## config.mk

```make
export PLATFORM = sky130hd
export DESIGN_NAME = fixed_point_mul
export DESIGN_NICKNAME = d
export VERILOG_FILES = /design/src/rtl/fixed_point_mul.sv
export SDC_FILE = /design/constraint.sdc
export NUM_CORES = 1
export LEC_CHECK = 0
export ABC_CLOCK_PERIOD_IN_PS = 12110
export BUFFER_PORTS_ARGS = -buffer_cell sky130_fd_sc_hd__buf_2
export CORE_MARGIN = 4
export CORE_UTILIZATION = 30
export DETAILED_ROUTE_END_ITERATION = 12
export GPL_TIMING_DRIVEN = 0
export SYNTH_ARGS = -nofsm -noshare
export SYNTH_HDL_FRONTEND = slang
export SYNTH_SLANG_ARGS = --single-unit
export TNS_END_PERCENT = 5
```

## constraint.sdc

```tcl
create_clock -name clk -period 12.11 [get_ports clk]
set_input_delay 2.422 -clock clk [delete_from_list [all_inputs] [get_ports clk]]
set_output_delay 2.422 -clock clk [all_outputs]
set_load 0.05 [all_outputs]
```

## src/rtl/fixed_point_mul.sv

```systemverilog
// Signed saturating fixed-point multiplier (Q(BITSIZE-FRAC-1).FRAC) with one output register.
// Optional macro FXMUL_ROUND_EN selects round-half-up instead of truncation toward -inf.
module fixed_point_mul #(
  parameter int BITSIZE = 16,
  parameter int FRAC    = 11
) (
  input  logic               clk,
  input  logic               rst,
  input  logic [BITSIZE-1:0] A,
  input  logic [BITSIZE-1:0] B,
  output logic [BITSIZE-1:0] C,
  output logic               ovf
);

  localparam int PW = 2 * BITSIZE;
  localparam int QW = PW + 1;

  localparam logic signed [QW-1:0] Q_MAX = {{(QW-BITSIZE+1){1'b0}}, {(BITSIZE-1){1'b1}}};
  localparam logic signed [QW-1:0] Q_MIN = {{(QW-BITSIZE+1){1'b1}}, {(BITSIZE-1){1'b0}}};
  localparam logic signed [QW-1:0] RND   = {{(QW-1){1'b0}}, 1'b1} <<< (FRAC - 1);

  logic signed [PW-1:0]      w_a_ext;
  logic signed [PW-1:0]      w_b_ext;
  logic signed [PW-1:0]      w_prod;
  logic signed [QW-1:0]      w_prod_ext;
  logic signed [QW-1:0]      w_sum;
  logic signed [QW-1:0]      w_q;
  logic        [BITSIZE-1:0] w_c;
  logic                      w_ovf;
  logic        [BITSIZE-1:0] r_c;
  logic                      r_ovf;

  // Operands sign-extended to full product width so even (-max)*(-max) is exact.
  assign w_a_ext    = {{BITSIZE{A[BITSIZE-1]}}, A};
  assign w_b_ext    = {{BITSIZE{B[BITSIZE-1]}}, B};
  assign w_prod     = w_a_ext * w_b_ext;
  assign w_prod_ext = {w_prod[PW-1], w_prod};

`ifdef FXMUL_ROUND_EN
  assign w_sum = w_prod_ext + RND;
`else
  assign w_sum = w_prod_ext;
`endif

  assign w_q = w_sum >>> FRAC;

  // Clamp the full-width scaled product into the result range.
  always_comb begin
    w_c   = w_q[BITSIZE-1:0];
    w_ovf = 1'b0;
    if (w_q > Q_MAX) begin
      w_c   = Q_MAX[BITSIZE-1:0];
      w_ovf = 1'b1;
    end else if (w_q < Q_MIN) begin
      w_c   = Q_MIN[BITSIZE-1:0];
      w_ovf = 1'b1;
    end else begin
      w_c   = w_q[BITSIZE-1:0];
      w_ovf = 1'b0;
    end
  end

  // Output register; reset discards any in-flight result.
  always_ff @(posedge clk) begin
    if (rst) begin
      r_c   <= {BITSIZE{1'b0}};
      r_ovf <= 1'b0;
    end else begin
      r_c   <= w_c;
      r_ovf <= w_ovf;
    end
  end

  assign C   = r_c;
  assign ovf = r_ovf;

endmodule

```

==> results_dict.tcl, run 1 <==
set metrics [dict create \
    cts_setup_buffers 0 \
    crit_required_ns 12.23 \
    synth.top_cell.area_share_pct 49.84 \
    synth-edff-count 0 \
    cts_made_buffers 3 \
    netlist_instances 1161 \
    ctsResizeCount 0 \
    synthAdderAreaFrac_pct 59.27 \
    cts_tree "built" \
    grt_max_degree 12 \
    drive_gt1_share_pct 6.584 \
    syn_area_per_cell_um2 9.029 \
    syn-num-nets 1535 \
    yosys.area.top_type "fa_1" \
    min-delay-start "rst" \
    crit_path_cell_trace "buf_2, clkbuf_1, nand2_1, inv_1, fa_1, fa_1, inv_1, fa_1, fa_1, fa_1, fa_1, inv_1, ha_1, clkbuf_1, and4_1, nor3b_1, nand4_1, a21oi_1, nor2_1, xnor2_1, o41ai_4, buf_6, a21oi_2" \
    min_path_type "in2reg" \
    grt_pass1_vias 8808 \
    fill_cells 3725 \
    relSlewSlack_pct 55.85 \
    drt-pass1-iter-count 5 \
    path_delay_family "adder cells" \
    postSynth.asyncResetShare_pct 0 \
    cp-end-kind "register" \
    synth_top_family_by_area "adder cells" \
    seq_area_um2 340.3 \
    antenna-diode-count 0 \
    critPathBufInv 7 \
    ys.flop_type "dfxtp_1" \
    ios 51 \
    yosys-mux-area-fraction_pct 0.09549 \
    fmax_mhz 104.0 \
    coreArea_um2 34540 \
    cts_hold_buf 0 \
    ys_seq_area_share_pct 3.247 \
    instances_no_fill 1670 \
    port_buffers 50 \
    finalCritPeriodShare_pct 79.40 \
    synth-compound-area-share_pct 6.947 \
    status "complete, no violations" \
    grt_first_pass_wirelength_um 44370 \
    synthXorXnorAreaFrac_pct 2.590 \
    routed_wl_um 25880 \
    cts-root-buf "clkbuf_16" \
    worstSetupPathDepth 23 \
    synth-simple-area-share_pct 15.40 \
    dpl.hpwl_um 23150 \
    die_h_um 194.9 \
    viasPerCell 4.681 \
    drt_iter0_drc 350 \
    netlist_area_um2 10480 \
    netlist_top_cells_area "fa_1 (50%), inv_1 (11%), ha_1 (9.4%)" \
    hold_viol 0 \
    gr-usage-all-layers_pct 14.33 \
    die_w_um 194.9 \
    crit_start "A[15]" \
    critPathMaxFanout 10 \
    maxSlewViolCount 0 \
    crit_type "in2reg" \
    clockBufferDepth 2 \
    h-tree-depth 1 \
    overflow 0 \
    slowest_delay_ns 0.82 \
    synth_cell_type_count 54 \
    place_inst 1666 \
    maxCapViolations 0 \
    cts_sinks 17 \
    worstSetupStartpointType "primary input" \
    rsz0062_at_grt "no" \
    fin_setup_tns_ns 0 \
    layout_min_cycle_time_ns 9.615 \
    synth_seq_cells 17 \
    yosys_warnings 0 \
    cpMostUsedCell "fa_1" \
    rows 68 \
    routed-via-count 7817 \
    crit_arrival_ns 9.74 \
    tightestPinTransition_ns 0.6554 \
    cp_slowest_cell "fa_1" \
    hold-path-cell-count 2 \
    layout.nets 1590 \
    initial_core_util_pct 30.35 \
    setup_violations 0 \
    drc 0 \
    place.gp.congestion 0.9054 \
    wire_per_inst_um 15.49 \
    ant_nets 0 \
    area_delta_synth_final_pct 8.606 \
    multi_input_area_um2 8837 \
    clkSlewWorstSetupHoldPaths_ns 0.05 \
    die-area_um2 38000 \
    antenna_found_initial 0 \
]
[worst paths after layout]
kind	slack [ns]	end
min	2.38	C[15]
max	2.49	C[11]
[synth_stat cells, types with 6 or more instances]
cell / number
xnor2_1: 24
and2_1: 123
xor2_1: 7
a21oi_1: 39
inv_1: 304
fa_1: 261
a21oi_2: 13
nand4_1: 6
o21ai_0: 18
nand2b_1: 8
nand2_1: 141
clkbuf_1: 35
nand3_1: 6
nor2_1: 23
ha_1: 79
dfxtp_1: 17
[layer usage]
layer	vias to the layer above	global-route usage (%)	wire length [um]
met4	0	2.095	444
met5	-	0	0
met1	4044	18.97	10790
met3	26	1.733	1520
met2	213	25.78	13130
li1	3534	-	-
[cell usage in the layout, fill, tap and decap left out, drive strengths merged, types with 2 or more instances in the layout]
cell type / count
o221ai: 2
nand2b: 8
and4: 2
nand3: 6
and2: 123
clkbuf: 39
buf: 54
o21ai: 22
nand4: 6
o211ai: 3
a21oi: 52
nor2: 23
dfxtp: 17
fa: 261
nor3: 3
nand2: 141
ha: 79
o2111ai: 3
xnor2: 24
xor2: 7
a31oi: 5
a211oi: 4
inv: 304
o31ai: 3
and3: 2
[area by class of cell]
cell class,count,area share [%]
plain buffers,40,1.440
clock inverters,1,0.06594
well taps,455,5.001
clock buffers,3,0.6594
repair buffers,50,2.198
inverters,304,10.02
multi-input cells,800,77.62
flip-flops and latches,17,2.989
[logic make-up after synthesis]
family,count (synthesis)
and+or+nand+nor,322
adders and majority gates,340
DFF,17
buffers and inverters,344
muxes,1
xor gates and xnor gates,31
AOI/OAI and AO/OA,106
[flip-flops by register name (all words and copies together), names as in the netlist]
name	cells
ovf	1
C	16
[stage by stage]
step           hold slack (ns)  setup slack, ns  util, %  cell area (um2)
2_1_floorplan            2.491            3.429        -            10480
3_3_place_gp             2.632            2.341    32.72            11300
3_5_place_dp             2.642            2.321    32.72            11300
4_1_cts                  2.378            2.565    32.96            11380
5_1_grt                  2.390            2.037    32.96            11380
6_report                 2.381            2.495    32.96            11380
Power of run 1 is not shown: default switching activity piles up to over one toggle a cycle in this logic, so the estimate is an artifact.
==> run 2, diff against run 1 <==
--- a/config.mk
+++ b/config.mk
@@ -5,7 +5,7 @@
 export SDC_FILE = /design/constraint.sdc
 export NUM_CORES = 1
 export LEC_CHECK = 0
-export ABC_CLOCK_PERIOD_IN_PS = 12110
+export ABC_CLOCK_PERIOD_IN_PS = 8800
 export BUFFER_PORTS_ARGS = -buffer_cell sky130_fd_sc_hd__buf_2
 export CORE_MARGIN = 4
 export CORE_UTILIZATION = 30
==> constraint.sdc (replaced) <==
create_clock -name clk -period 8.8 [get_ports clk]
set_input_delay 1.76 -clock clk [delete_from_list [all_inputs] [get_ports clk]]
set_output_delay 1.76 -clock clk [all_outputs]
set_load 0.05 [all_outputs]
==> run 2 against run 1 <==
Net effect:
- clock-buffer cell count did not move
- worst hold slack got worse by 0.66 ns
- non-clock buffer count fell by 6
- sequential cell count did not move
==> results_dict.tcl, run 2 (same netlist as run 1, synthesis figures left out) <==
set metrics [dict create \
    status "complete, no violations" \
    ant_nets 0 \
    overflow 0 \
    largest_register_ffs 16 \
    place.gp.congestion 0.9054 \
    cp-end-kind "register" \
    most-common-layout-cells "inv_1 (304), fa_1 (260), nand2_1 (141)" \
    crit_type "in2reg" \
    fin_setup_tns_ns 0 \
    area_delta_synth_final_pct 8.606 \
    h-tree-depth 1 \
    tightestPinTransition_ns 0.6470 \
    layout.nets 1584 \
    maxCapViolations 0 \
    die-area_um2 38000 \
    dp_slack_ns -0.3265 \
    finalCritPeriodShare_pct 94.97 \
    setup_ws_ns 0.4426 \
    rsz0062_at_grt "no" \
    initial_core_util_pct 30.35 \
    cts_tree "built" \
    hold_viol 0 \
    wl_met3_um 1593 \
    min-delay-start "rst" \
    antenna_found_initial 0 \
    maxSlewViolCount 0 \
    m1WireLength_um 10560 \
    min_path_type "in2reg" \
    worstSetupStartpointType "primary input" \
    setup_violations 0 \
    cts_made_buffers 3 \
    grt_max_degree 12 \
    crit_arrival_ns 8.48 \
    grt_pass1_vias 8808 \
    drt_iter0_drc 428 \
    die_w_um 194.9 \
    hold-path-cell-count 2 \
    utilization_pct 32.96 \
    ios 51 \
    hold_end "C[15]" \
    grt_first_pass_wirelength_um 44370 \
    cts_sinks 17 \
    viasPerCell 4.689 \
    coreArea_um2 34540 \
    gr-usage-all-layers_pct 14.33 \
    dpl.hpwl_um 23150 \
    dr_wl_met2_um 13040 \
    clockBufferDepth 2 \
    drc 0 \
    fill_cells 3724 \
    drive_gt1_share_pct 7.031 \
    port_buffers 50 \
    routed-via-count 7802 \
    clkSlewWorstSetupHoldPaths_ns 0.05 \
    drt-pass1-iter-count 5 \
    fmax_mhz 119.7 \
    die_h_um 194.9 \
    relSlewSlack_pct 56.87 \
    crit_required_ns 8.92 \
    wire_per_inst_um 15.41 \
    critPathMaxFanout 10 \
    routed_wl_um 25640 \
    layout_min_cycle_time_ns 8.357 \
    layout_commonest_cell "inv_1" \
    highest_layer "met4" \
    cts-root-buf "clkbuf_16" \
    antenna-diode-count 0 \
    worst_hold_slack_ns 1.719 \
    rows 68 \
]
## run 2: area by class of cell
type                       instances  area, um2  share of cell area (%)
inverter                         304       1141                   10.02
clock inverter                     1      7.507                 0.06594
timing repair buffer              51      257.7                   2.264
tap                              455      569.3                   5.001
sequential                        17      340.3                   2.989
multi-input combinational        800       8855                   77.78
buffer                            33      138.9                   1.220
clock buffer                       3      75.07                  0.6594
## run 2: how the worst max path moves through the flow
| stage | from | endpoint | cells after the start |
|---|---|---|---|
| final | A[7] | C[11] | 24 |
| after global routing | A[15] | C[6] | 23 |
| after CTS | B[2] | C[11] | 23 |
| after detailed placement | A[15] | C[11] | 23 |
| after global placement | A[15] | C[11] | 23 |
| after floorplan | B[1] | C[11] | 22 |
## run 2: routing by layer
layer,track usage [%],vias to the layer above
met2,25.78,239
met5,0,-
met3,1.733,28
met1,18.97,4017
li1,-,3518
met4,2.095,0
## run 2: critical path, stage by stage
cell	delay [ns]
buf_2	0.21
clkbuf_1	0.50
nand2_1	0.16
fa_1	0.56
inv_1	0.05
fa_1	0.50
inv_1	0.06
fa_1	0.53
inv_1	0.06
fa_1	0.47
fa_1	0.49
inv_1	0.05
fa_1	0.47
inv_1	0.04
ha_1	0.38
o21ai_0	0.11
o2111ai_1	0.25
a21oi_2	0.09
or4_4	0.55
o311a_1	0.40
o41ai_4	0.34
buf_4	0.20
buf_6	0.17
a21oi_2	0.06
## run 2: repair_timing
item | CTS | global route
pin swaps | 0 | 1
resized for setup | 1 | 3
hold buffers | 0 | 0
endpoints found under the setup margin | 10 | 16
setup buffers | 0 | 1
## run 2: metrics by stage
| step | cells | instance area (um2) |
|---|---|---|
| after global routing | 1664 | 11380 |
| after global placement | 1666 | 11300 |
| after floorplan | 1161 | 10480 |
| after CTS | 1670 | 11390 |
| final | 1664 | 11380 |
| after detailed placement | 1666 | 11300 |
Power of run 2 is left out for the same reason.
